==> config.mk <==
export PLATFORM = sky130hd
export DESIGN_NAME = pi_alu_seq
export DESIGN_NICKNAME = d
export VERILOG_FILES = /design/src/rtl/pi_alu_seq.sv
export SDC_FILE = /design/constraint.sdc
export NUM_CORES = 1
export LEC_CHECK = 0
export BUFFER_PORTS_ARGS = -buffer_cell sky130_fd_sc_hd__buf_2
export CORE_ASPECT_RATIO = 0.7
export CORE_MARGIN = 2
export CORE_UTILIZATION = 55
export CTS_CLUSTER_SIZE = 24
export DETAILED_ROUTE_END_ITERATION = 8
export PLACE_DENSITY = 0.8
export SYNTH_ARGS = -nofsm -noshare
export SYNTH_HDL_FRONTEND = slang
export SYNTH_SLANG_ARGS = --single-unit
==> constraint.sdc <==
create_clock -name clk -period 3.9 [get_ports clk]
set_clock_uncertainty 0.05 [all_clocks]
set_input_delay 0.195 -clock clk [delete_from_list [all_inputs] [get_ports clk]]
set_output_delay 0.195 -clock clk [all_outputs]
set_load 0.03 [all_outputs]
==> src/rtl/pi_alu_seq.sv <==
// pi_alu_seq: sequential signed add/sub/accumulate ALU; iterative shift-add multiplier when PI_ALU_MULT_EN is defined.
// Latency 2 cycles (mul DW+1); start is accepted only in idle and ignored while busy or done.
module pi_alu_seq #(
    parameter int DW   = 16,
    parameter int SATW = 12
) (
    input  logic          clk,
    input  logic          rst_n,
    input  logic          start,
    input  logic [1:0]    op,
    input  logic [1:0]    scale,
    input  logic          sat_en,
    input  logic          acc_clr,
    input  logic [DW-1:0] src0,
    input  logic [DW-1:0] src1,
    output logic          busy,
    output logic          done,
    output logic [DW-1:0] dst,
    output logic          ovf
);
    localparam int EW = DW + 2;

    localparam logic [1:0] OP_ADD = 2'b00;
    localparam logic [1:0] OP_SUB = 2'b01;
    localparam logic [1:0] OP_MUL = 2'b10;
    localparam logic [1:0] OP_ACC = 2'b11;

    localparam logic signed [EW-1:0] SAT_MAX = EW'((1 << (SATW - 1)) - 1);
    localparam logic signed [EW-1:0] SAT_MIN = ~SAT_MAX;

    typedef enum logic [1:0] {S_IDLE, S_ARITH, S_MUL, S_DONE} state_t;

    function automatic logic [DW-1:0] scale_op(input logic [DW-1:0] v, input logic [1:0] sc);
        case (sc)
            2'b01:   scale_op = {v[DW-2:0], 1'b0};
            2'b10:   scale_op = {v[DW-3:0], 2'b00};
            default: scale_op = v;
        endcase
    endfunction

    state_t        state_q, state_d;
    logic [1:0]    op_q;
    logic          sat_q;
    logic [DW-1:0] s0_q, s1_q;
    logic [DW-1:0] acc_q, acc_d;
    logic [DW-1:0] dst_q, dst_d;
    logic          ovf_q, ovf_d;
    logic [DW-1:0] s0_in;
    logic          accept;

    logic signed [EW-1:0] s0_x, s1_x, acc_x, sum_x;
    logic [DW-1:0]        ar_dst;
    logic                 ar_ovf;

    assign s0_in  = scale_op(src0, scale);
    assign accept = (state_q == S_IDLE) && start;
    assign busy   = (state_q == S_ARITH) || (state_q == S_MUL);
    assign done   = (state_q == S_DONE);
    assign dst    = dst_q;
    assign ovf    = ovf_q;

    // Add/sub/accumulate evaluated two bits wider than the data so the clamp sees the true sum.
    always_comb begin
        s0_x  = {{2{s0_q[DW-1]}}, s0_q};
        s1_x  = {{2{s1_q[DW-1]}}, s1_q};
        acc_x = {{2{acc_q[DW-1]}}, acc_q};
        case (op_q)
            OP_ADD:  sum_x = s1_x + s0_x;
            OP_SUB:  sum_x = s1_x + ~s0_x + EW'(1);
            OP_ACC:  sum_x = acc_x + s0_x;
            default: sum_x = '0;
        endcase
        ar_dst = sum_x[DW-1:0];
        ar_ovf = 1'b0;
        if (op_q == OP_MUL) begin
            ar_dst = '0;
            ar_ovf = 1'b1;
        end else if (sat_q && (sum_x < SAT_MIN)) begin
            ar_dst = SAT_MIN[DW-1:0];
            ar_ovf = 1'b1;
        end else if (sat_q && (sum_x > SAT_MAX)) begin
            ar_dst = SAT_MAX[DW-1:0];
            ar_ovf = 1'b1;
        end
    end

`ifdef PI_ALU_MULT_EN
    localparam int PW = 2 * DW - 2;
    localparam int CW = $clog2(DW);

    logic [PW-1:0] mca_q, prod_q, prod_step;
    logic [DW-2:0] mpl_q;
    logic [CW-1:0] cnt_q;
    logic          mul_last;
    logic [DW-1:0] mul_dst;
    logic          mul_ovf;

    // The multiplier sign bit carries negative weight, so its partial product is subtracted.
    always_comb begin
        prod_step = prod_q;
        if (mpl_q[0]) begin
            prod_step = (cnt_q == CW'(DW - 2)) ? (prod_q - mca_q) : (prod_q + mca_q);
        end
        mul_last = (cnt_q == CW'(DW - 1));
        mul_dst  = prod_q[PW-3:DW-4];
        mul_ovf  = 1'b0;
        if (prod_q[PW-1] && (prod_q[PW-2:PW-4] != 3'b111)) begin
            mul_dst = {2'b11, {(DW-2){1'b0}}};
            mul_ovf = 1'b1;
        end else if (!prod_q[PW-1] && (prod_q[PW-2:PW-4] != 3'b000)) begin
            mul_dst = {2'b00, {(DW-2){1'b1}}};
            mul_ovf = 1'b1;
        end
    end

    always_ff @(posedge clk or negedge rst_n) begin
        if (!rst_n) begin
            mca_q  <= '0;
            mpl_q  <= '0;
            prod_q <= '0;
            cnt_q  <= '0;
        end else if (accept && (op == OP_MUL)) begin
            mca_q  <= {{(DW-1){s0_in[DW-2]}}, s0_in[DW-2:0]};
            mpl_q  <= src1[DW-2:0];
            prod_q <= '0;
            cnt_q  <= '0;
        end else if ((state_q == S_MUL) && !mul_last) begin
            prod_q <= prod_step;
            mca_q  <= mca_q << 1;
            mpl_q  <= mpl_q >> 1;
            cnt_q  <= cnt_q + 1'b1;
        end
    end
`endif

    always_comb begin
        state_d = state_q;
        dst_d   = dst_q;
        ovf_d   = ovf_q;
        acc_d   = acc_q;
        case (state_q)
            S_IDLE: begin
                if (start) begin
`ifdef PI_ALU_MULT_EN
                    state_d = (op == OP_MUL) ? S_MUL : S_ARITH;
`else
                    state_d = S_ARITH;
`endif
                end
            end
            S_ARITH: begin
                state_d = S_DONE;
                dst_d   = ar_dst;
                ovf_d   = ar_ovf;
                if (op_q == OP_ACC) acc_d = ar_dst;
            end
            S_MUL: begin
`ifdef PI_ALU_MULT_EN
                if (mul_last) begin
                    state_d = S_DONE;
                    dst_d   = mul_dst;
                    ovf_d   = mul_ovf;
                end
`else
                state_d = S_IDLE;
`endif
            end
            S_DONE: state_d = S_IDLE;
        endcase
        // A clear wins over everything, including an accumulate finishing this cycle.
        if (acc_clr) acc_d = '0;
    end

    always_ff @(posedge clk or negedge rst_n) begin
        if (!rst_n) begin
            state_q <= S_IDLE;
            op_q    <= '0;
            sat_q   <= 1'b0;
            s0_q    <= '0;
            s1_q    <= '0;
            acc_q   <= '0;
            dst_q   <= '0;
            ovf_q   <= 1'b0;
        end else begin
            state_q <= state_d;
            acc_q   <= acc_d;
            dst_q   <= dst_d;
            ovf_q   <= ovf_d;
            if (accept) begin
                op_q  <= op;
                sat_q <= sat_en;
                s0_q  <= s0_in;
                s1_q  <= src1;
            end
        end
    end

    a_done_single: assert property (@(posedge clk) disable iff (!rst_n) done |=> !done);
    a_done_not_busy: assert property (@(posedge clk) disable iff (!rst_n) !(done && busy));
    a_dst_hold: assert property (@(posedge clk) disable iff (!rst_n)
        ((state_q == S_IDLE) || (state_q == S_DONE)) |=> $stable(dst_q));

endmodule

Yosys cells after proc, flatten, opt, wreduce, memory -nomap -nowiden
Index checks and enable logic that the tools add are counted.
Widths: inputs -> output; s select.
{"block": "classes", "n_addsub": 4, "order_cmp": 2, "eq_ne": 9, "n_mux": 13, "bitwise_logic": 1, "reduce_logical": 10}
{"operator": "$mux 16", "count": 6}
{"operator": "$pmux 18 s3", "count": 1}
{"operator": "$add 16x16->17", "count": 2}
{"operator": "$pmux 16 s2", "count": 1}
{"operator": "$add 16x18->18", "count": 1}
{"operator": "$add 18x2->18 const B", "count": 1}
{"operator": "$gt 18x12->1 const B", "count": 1}
{"operator": "$lt 18x12->1 const B", "count": 1}
{"operator": "$not 16->18", "count": 1}
{"operator": "$eq 2x2->1 const B", "count": 5}
{"operator": "$eq 2x1->1 const B", "count": 3}
{"operator": "$pmux 2 s3", "count": 1}
{"operator": "$logic_not 2->1", "count": 2}
{"operator": "$reduce_bool 2->1", "count": 2}
{"operator": "$logic_and 1x1->1", "count": 3}
{"operator": "$mux 1", "count": 3}
{"operator": "$mux 2", "count": 1}
{"operator": "$ne 2x2->1 const B", "count": 1}
{"operator": "$reduce_and 2->1", "count": 1}
{"operator": "$reduce_or 2->1", "count": 1}
{"operator": "$logic_or 1x1->1", "count": 1}
{"block": "totals", "register_bits": 70, "output_inout_bits": 19}

Depth between registers and ports, before layout
Gate-level depths: netlist (run 1).
{"block": "logic_depth", "ltp_word": 12, "mapped_depth": 14}

Worst setup path after synthesis (run 1)
OpenSTA, ideal clock, no wires.
{"block": "synth_path", "kind": "reg2reg", "startpoint": "register s1_q[0]", "endpoint": "register dst_q[5], in the netlist dst[5]", "arrival_time_ns": 2.996, "required_ns": 3.704, "setup_slack_ns": 0.708, "stages_incl_launch_ff": 15, "n_path_buf": 1, "synth_period_minus_slack_ns": 3.192, "path_cell_list": "dfrtp_1 -> inv_1 -> ha_1 -> inv_1 -> fa_1 -> a211oi_1 -> nor3b_2 -> o21ai_1 -> nor2b_1 -> xnor2_1 -> a221oi_1 -> a21oi_2 -> o31ai_4 -> buf_6 -> a311oi_1"}
{"block": "synth_via", "elab_chain_len": 8, "elab_cells_between_ends": 11}
{"element": "from (decl)", "line_no": "44", "rtl": "logic [DW-1:0] s0_q, s1_q;"}
{"element": "from (signal assigned)", "line_no": "193", "rtl": "s1_q <= src1;"}
{"element": "$add 16x18->18", "line_no": "69", "rtl": "OP_SUB: sum_x = s1_x + ~s0_x + EW'(1);"}
{"element": "$add 18x2->18", "line_no": "69"}
{"element": "$pmux 18 s3 (*)", "line_no": "67", "rtl": "case (op_q)"}
{"element": "$gt 18x12->1", "line_no": "81", "rtl": "end else if (sat_q && (sum_x > SAT_MAX)) begin"}
{"element": "$logic_and 1x1->1", "line_no": "81"}
{"element": "$mux 16", "line_no": "81"}
{"element": "$mux 16 (*)", "line_no": "78", "rtl": "end else if (sat_q && (sum_x < SAT_MIN)) begin"}
{"element": "$mux 16 (*)", "line_no": "75", "rtl": "if (op_q == OP_MUL) begin"}
{"element": "to (signal assigned)", "line_no": "187", "rtl": "dst_q <= dst_d;"}
{"element": "to (decl)", "line_no": "46", "rtl": "logic [DW-1:0] dst_q, dst_d;"}
Every way passes the cells marked *; elsewhere a longest branch is shown, timed or not.
A chain may end at the register's enable or synchronous reset.

Final worst setup path (run 1)
{"block": "layout_path", "startpoint": "register acc_q[1]", "endpoint": "register dst_q[7], in the netlist dst[7]"}
{"block": "layout_via", "elab_chain_len": 7, "elab_cells_between_ends": 9}
{"element": "from (decl)", "line_no": "45", "rtl": "logic [DW-1:0] acc_q, acc_d;"}
{"element": "from (signal assigned)", "line_no": "181", "rtl": "acc_q <= '0;"}
{"element": "from (signal assigned)", "line_no": "186", "rtl": "acc_q <= acc_d;"}
{"element": "$add 16x16->17 (*)", "line_no": "70", "rtl": "OP_ACC: sum_x = acc_x + s0_x;"}
{"element": "$pmux 18 s3 (*)", "line_no": "67"}
{"element": "$gt 18x12->1", "line_no": "81"}
{"element": "$logic_and 1x1->1", "line_no": "81"}
{"element": "$mux 16", "line_no": "81"}
{"element": "$mux 16 (*)", "line_no": "78"}
{"element": "$mux 16 (*)", "line_no": "75"}
Marks and branches as above.

==> results of run 1 <==
state kept, by name, indices dropped and copies added (netlist names):
name     cells
acc_q       16
ovf          1
dst         16
sat_q        1
s1_q        16
op_q         2
state_q      2
s0_q        16
Yosys cell counts (4+ instances only):
cell type / number / area share
sky130_fd_sc_hd__a211oi_1: 15 / 0.019
sky130_fd_sc_hd__a21o_1: 8 / 0.010
sky130_fd_sc_hd__a21oi_1: 69 / 0.058
sky130_fd_sc_hd__a21oi_2: 4 / 0.0059
sky130_fd_sc_hd__a22oi_1: 23 / 0.029
sky130_fd_sc_hd__a311oi_1: 8 / 0.012
sky130_fd_sc_hd__a31oi_1: 4 / 0.0042
sky130_fd_sc_hd__and2_1: 8 / 0.0084
sky130_fd_sc_hd__and4_1: 4 / 0.0059
sky130_fd_sc_hd__buf_1: 6 / 0.0038
sky130_fd_sc_hd__buf_2: 6 / 0.0050
sky130_fd_sc_hd__clkbuf_1: 14 / 0.0088
sky130_fd_sc_hd__dfrtp_1: 70 / 0.29
sky130_fd_sc_hd__ha_1: 54 / 0.11
sky130_fd_sc_hd__inv_1: 41 / 0.026
sky130_fd_sc_hd__inv_2: 6 / 0.0038
sky130_fd_sc_hd__mux2_2: 22 / 0.041
sky130_fd_sc_hd__mux2i_1: 7 / 0.012
sky130_fd_sc_hd__nand2_1: 68 / 0.043
sky130_fd_sc_hd__nand2b_1: 5 / 0.0052
sky130_fd_sc_hd__nand3_1: 13 / 0.011
sky130_fd_sc_hd__nor2_1: 62 / 0.039
sky130_fd_sc_hd__nor2b_1: 13 / 0.014
sky130_fd_sc_hd__nor3_1: 15 / 0.013
sky130_fd_sc_hd__o2111ai_1: 4 / 0.0059
sky130_fd_sc_hd__o211ai_1: 6 / 0.0075
sky130_fd_sc_hd__o21a_1: 6 / 0.0075
sky130_fd_sc_hd__o21ai_0: 37 / 0.031
sky130_fd_sc_hd__o21bai_1: 5 / 0.0063
sky130_fd_sc_hd__o31ai_1: 11 / 0.014
sky130_fd_sc_hd__xnor2_1: 17 / 0.025
sky130_fd_sc_hd__xor2_1: 5 / 0.0073
critical path, cell delays in order, from the launching register on:
cell,delay [ns]
sky130_fd_sc_hd__dfrtp_1,0.45
sky130_fd_sc_hd__ha_1,0.32
sky130_fd_sc_hd__a211oi_1,0.35
sky130_fd_sc_hd__o211ai_1,0.21
sky130_fd_sc_hd__a21oi_1,0.34
sky130_fd_sc_hd__o21ai_1,0.11
sky130_fd_sc_hd__xor2_1,0.18
sky130_fd_sc_hd__a222oi_1,0.52
sky130_fd_sc_hd__buf_4,0.22
sky130_fd_sc_hd__nand3_2,0.14
sky130_fd_sc_hd__o31ai_1,0.50
sky130_fd_sc_hd__a211oi_1,0.15
final timing paths:
path,start,end,depth (start not counted)
worst max register to register,acc_q[1],dst[7],11
worst max-delay path,acc_q[1],dst[7],11
worst min-delay path,src1[6],s1_q[6],2
min in group asynchronous,rst_n,s1_q[12],2
worst min register to register,dst[12],dst[12],2
max in group asynchronous,rst_n,acc_q[6],3
per-stage QoR:
step	worst slack, ns	cells	hold slack [ns]	area [um2]
3_5_place_dp	0.211	883	0.250	6410
5_1_grt	0.0157	899	0.0364	6750
4_1_cts	0.179	899	0.0276	6720
3_3_place_gp	0.304	883	0.226	6410
6_report	0.209	899	0.0344	6750
2_1_floorplan	0.708	705	-0.151	5970
area by class of cell:
cell class              count  area share
multi-input cells         558       0.582
flip-flops and latches     70       0.259
repair buffers             76      0.0630
clock buffers              10      0.0354
inverters                  48      0.0267
well taps                 132      0.0245
clock inverters             5     0.00871
placed cells by master (no fill, tap or decap), types with 4 or more instances in the layout:
| cell type | netlist | routed |
|---|---|---|
| sky130_fd_sc_hd__nand3_1 | 13 | 13 |
| sky130_fd_sc_hd__mux2i_1 | 7 | 6 |
| sky130_fd_sc_hd__a22oi_1 | 23 | 23 |
| sky130_fd_sc_hd__o21a_1 | 6 | 6 |
| sky130_fd_sc_hd__and4_1 | 4 | 4 |
| sky130_fd_sc_hd__a211oi_1 | 15 | 14 |
| sky130_fd_sc_hd__and2_1 | 8 | 8 |
| sky130_fd_sc_hd__nor3_1 | 15 | 15 |
| sky130_fd_sc_hd__nand2b_1 | 5 | 5 |
| sky130_fd_sc_hd__ha_1 | 54 | 54 |
| sky130_fd_sc_hd__a21o_1 | 8 | 8 |
| sky130_fd_sc_hd__mux2_2 | 22 | 22 |
| sky130_fd_sc_hd__a21oi_1 | 69 | 69 |
| sky130_fd_sc_hd__nand2_1 | 68 | 67 |
| sky130_fd_sc_hd__nor2_1 | 62 | 62 |
| sky130_fd_sc_hd__inv_2 | 6 | 6 |
| sky130_fd_sc_hd__dfrtp_1 | 70 | 70 |
| sky130_fd_sc_hd__xor2_1 | 5 | 5 |
| sky130_fd_sc_hd__nor2b_1 | 13 | 13 |
| sky130_fd_sc_hd__o2111ai_1 | 4 | 4 |
| sky130_fd_sc_hd__a21oi_2 | 4 | 4 |
| sky130_fd_sc_hd__o211ai_1 | 6 | 6 |
| sky130_fd_sc_hd__buf_4 | 0 | 16 |
| sky130_fd_sc_hd__o21bai_1 | 5 | 5 |
| sky130_fd_sc_hd__buf_2 | 6 | 59 |
| sky130_fd_sc_hd__clkbuf_16 | 0 | 9 |
| sky130_fd_sc_hd__o31ai_1 | 11 | 11 |
| sky130_fd_sc_hd__xnor2_1 | 17 | 17 |
| sky130_fd_sc_hd__o21ai_0 | 37 | 37 |
| sky130_fd_sc_hd__a311oi_1 | 8 | 8 |
| sky130_fd_sc_hd__inv_1 | 41 | 41 |
kinds of logic after synthesis:
family | Yosys count | synth area share
and+or+nand+nor | 209 | 0.166
buffers and inverters | 77 | 0.0534
DFF | 70 | 0.293
xor gates and xnor gates | 22 | 0.0323
adders and majority gates | 57 | 0.123
AOI/OAI and AO/OA | 241 | 0.279
muxes | 29 | 0.0532
per-layer routing:
layer  vias up  global-route usage  share of wire
li1       2695                   -              -
met1      2721               0.461           0.49
met2       222               0.455           0.43
met3        37              0.0530          0.057
met4         0              0.0933          0.023
met5         -                   0              0
timing repair:
item | in CTS | in global routing
setup buffers | 0 | 0
setup endpoints to repair | 0 | 23
endpoints found under the hold margin | 31 | 0
hold buffers | 1 | 0
resized for setup | 0 | 6
==> impl_results.md, run 1 <==
* Result of the run: completed
* Category of the worst setup path launch point: flip-flop
* Die area at 11700 um2
* Critical path peak fanout at 5
* Setup total negative slack at 0 ns
* Register-to-register setup slack at 0.21 ns
* Synthesized Nets at 803
* Master cell of the clock root buffer: sky130_fd_sc_hd__clkbuf_16
* Fin. max-slew vios at 0
* Synth Cell Area at 5970 um2
* Net count, final at 861
* Sum of net half-perimeters after detailed placement at 13500 um
* DRC viols at 0
* Synthesized flop and latch total at 70
* Via count normalized by instance count at 6.31
* Worst slew pin tran at 1.04 ns
* Library cells used by synthesis at 73
* Routed via count at 5675
* Mean area per synthesized cell at 8.47 um2
* Relative area change from synthesis to final layout at 13.1%
* Die span in y at 91.2 um
* Initial antenna violation count at 0
* Primary FF master, synth: sky130_fd_sc_hd__dfrtp_1
* Async S/R FF share, synth at 1.00
* First DRT Iteration DRCs at 562
* Max transition margin at 0.306
* CTS tree: built
* RSZ-0062 raised after global routing: no
* FF/Latch Area at 1750 um2
* Total of max-cap violations at 0
* Number of antenna-violating nets in the routed design at 0
* Quantity of I/O buffers inserted on ports at 59
* Core Area at 10500 um2
* Total global-route track usage at 0.309
* Clock Sink Count at 70
* Area occupied by multi-input gates at 3930 um2
* Count of flip-flops with a built-in enable after synthesis at 0
* Final hold violation count at 0
* Routed length per instance at 19.4 um
* Share of final-layout standard cells stronger than drive strength 1 at 0.190
* Maximum buffer depth of the clock tree at 2
* Max Fclk at 0.271 GHz
* Number of warnings printed during yosys synthesis at 0
* Worst-path clk slew at 0.06 ns
* Final setup violation count at 0
* Critical path data arrival time at 3.84 ns
* Initial cell density of the core at 0.570
* CTS buffer count at 9
* Period Utilization, post-route at 0.946
* Final critical path time including I/O delays and setup at 3.69 ns
* Endpoint required time on the critical path at 4.05 ns
* Aggregate global routing overflow at 0
* Share of synthesized area occupied by flip-flops and latches at 0.293
* Critical path class: reg2reg
* Count of boundary I/O pins at 60
* Pin count of the biggest net entering global routing at 40
* TritonRoute pass-1 iters at 7
* Global placer's final weighted congestion at 1.01
* First-pass GRT wire length at 28600 um
* Critical path endpoint category: flip-flop
* Cell count after synthesis at 705
* Number of fillers in the final layout at 924
* Total routed wirelength at 17500 um
* Die W at 129 um
* Worst skew pair latency at 0.34 ns
* Vias in the first global route at 5491
* CTS HTree Levels at 3
* Path class of the lowest-slack min-delay path: in2reg
* Number of antenna cells inserted at 0
* Final cell utilization of the core at 0.645
* Site Rows at 31
Power of run 1 is left out: the tool's default activity adds up to more than one toggle a clock period on the data nets, which glitch-free logic cannot reach.
==> run 2: changes to the inputs <==
- ABC_CLOCK_PERIOD_IN_PS: default -> 3900
- CORE_UTILIZATION: 55 -> 61
- PLACE_DENSITY: 0.8 -> 0.87
==> run 2 against run 1 <==
Net effect: the flow now finishes with violations (hold timing); cell area about the same; global-route usage up 3.4 points; non-clock buffer count unchanged; count of clock-buffer cells in the layout is 1 lower; worst setup slack worse by 0.071 ns; via count increased by 1.8%; critical endpoint is now dst[6]; worst hold slack worse by 0.063 ns; register-to-register slack got worse by 0.07 ns; core utilization up 5.8 points; critical path depth rose by 2; maximum frequency shrank 1.9%; largest cell class unchanged.
==> impl_results.md, run 2 (same netlist as run 1, synthesis figures left out) <==
* Result of the run: finished, violations left (was completed)
* Violated checks: hold timing
* Path class of the lowest-slack min-delay path: in2async (was in2reg)
* Count of boundary I/O pins at 60 (unchanged)
* Aggregate global routing overflow at 0 (unchanged)
* Global placer's final weighted congestion at 0.993 (was 1.01)
* Max transition margin at 0.284 (was 0.306)
* Min setup slack post-route at 0.137 ns (was 0.209 ns)
* Vias in the first global route at 5541 (was 5491)
* Critical path endpoint category: flip-flop (unchanged)
* Critical path peak fanout at 16 (was 5)
* Max Fclk at 0.266 GHz (was 0.271 GHz)
* Routed via count at 5777 (was 5675)
* Post-CTS resize count at 0 (unchanged)
* Post-CTS Setup Inserts at 0 (unchanged)
* Net count, final at 861 (unchanged)
* CTS tree: built (unchanged)
* RSZ-0062 raised after global routing: yes (was no)
* Routed length per instance at 19.4 um (about the same)
* Top library cells by usage in the layout, fill and taps aside: sky130_fd_sc_hd__dfrtp_1 (70), sky130_fd_sc_hd__a21oi_1 (69), sky130_fd_sc_hd__nand2_1 (67) (unchanged)
* Pin count of the biggest net entering global routing at 43 (was 40)
* Quantity of I/O buffers inserted on ports at 59 (unchanged)
* Register-to-register setup slack at 0.14 ns (was 0.21 ns)
* Total of max-cap violations at 0 (unchanged)
* Dpl ws at 0.204 ns (was 0.211 ns)
* Final critical path time including I/O delays and setup at 3.76 ns (was 3.69 ns)
* Master cell of the clock root buffer: sky130_fd_sc_hd__clkbuf_16 (unchanged)
* Die area at 10600 um2 (was 11700 um2)
* Fin. max-slew vios at 0 (unchanged)
* Endpoint required time on the critical path at 4.08 ns (was 4.05 ns)
* Period Utilization, post-route at 0.965 (was 0.946)
* Via count normalized by instance count at 6.45 (was 6.31)
* Share of final-layout standard cells stronger than drive strength 1 at 0.195 (was 0.190)
* CTS buffer count at 9 (unchanged)
* Quantity of hold-fixing buffers added after cts at 0 (was 1)
* First DRT Iteration DRCs at 551 (was 562)
* Die W at 122 um (was 129 um)
* Most common library cell in the layout ignoring fill and taps: sky130_fd_sc_hd__dfrtp_1 (unchanged)
* Min Hold Slack at -0.0287 ns (was 0.0344 ns)
* Maximum buffer depth of the clock tree at 2 (unchanged)
* Critical path data arrival time at 3.94 ns (was 3.84 ns)
* Initial antenna violation count at 0 (unchanged)
* Total global-route track usage at 0.343 (was 0.309)
* Total routed wirelength at 17400 um (was 17500 um)
* Final hold violation count at 41 (was 0)
* Worst skew pair latency at 0.34 ns (about the same)
* Number of antenna cells inserted at 0 (unchanged)
* Die span in y at 86.8 um (was 91.2 um)
* Sum of net half-perimeters after detailed placement at 13100 um (was 13500 um)
* Core Area at 9610 um2 (was 10500 um2)
* TritonRoute pass-1 iters at 5 (was 7)
* Critical path class: reg2reg (unchanged)
* Worst slew pin tran at 1.07 ns (was 1.04 ns)
* DRC viols at 0 (unchanged)
* Relative area change from synthesis to final layout at 13.2% (was 13.1%)
* First-pass GRT wire length at 28300 um (was 28600 um)
* CTS HTree Levels at 3 (unchanged)
* Final setup violation count at 0 (unchanged)
* Clock Sink Count at 70 (unchanged)
* Category of the worst setup path launch point: flip-flop (unchanged)
* Worst-path clk slew at 0.07 ns (was 0.06 ns)
* Number of antenna-violating nets in the routed design at 0 (unchanged)
* Site Rows at 30 (was 31)
* Initial cell density of the core at 0.621 (was 0.570)
run 2: through the flow:
step	area, um2	cells	utilization	TNS (ns)
after floorplan	5970	705	-	0
after global placement	6420	880	0.668	0
after detailed placement	6420	880	0.668	0
after CTS	6720	896	0.699	0
after global routing	6760	896	0.703	-0.215
final	6760	896	0.703	0
run 2: final cells by class:
type                       count  area, um2
fill                         785       2850
clock buffer                   9        225
multi-input combinational    558       3940
inverter                      48        180
timing repair buffer          76        423
tap                          128        160
sequential                    70       1750
clock inverter                 7       77.6
run 2: worst paths after layout:
path | startpoint | endpoint | depth (start not counted)
worst max-delay path | s0_q[5] | dst[6] | 13
min in group clk | src1[4] | s1_q[4] | 2
worst min register to register | dst[11] | dst[11] | 2
worst max register to register | s0_q[5] | dst[6] | 13
worst min-delay path | rst_n | sat_q | 1
max in group asynchronous | rst_n | acc_q[2] | 2
run 2: per-layer routing:
metal,share of wire,GRT usage
met5,0,0
met4,0.016,0.0909
met3,0.082,0.0632
met2,0.46,0.543
met1,0.44,0.484
run 2: critical path, cell delays in order (launching register included):
cell and delay, ns:
sky130_fd_sc_hd__dfrtp_1 0.45, sky130_fd_sc_hd__inv_1 0.07, sky130_fd_sc_hd__ha_1 0.41, sky130_fd_sc_hd__inv_1 0.16
sky130_fd_sc_hd__a21oi_1 0.27, sky130_fd_sc_hd__a31oi_2 0.16, sky130_fd_sc_hd__buf_4 0.18, sky130_fd_sc_hd__a221oi_1 0.37
sky130_fd_sc_hd__mux2_2 0.41, sky130_fd_sc_hd__o211a_1 0.17, sky130_fd_sc_hd__a21oi_2 0.31, sky130_fd_sc_hd__o31ai_4 0.11
sky130_fd_sc_hd__buf_4 0.21, sky130_fd_sc_hd__a311oi_2 0.31
Power of run 2 is left out for the same reason.
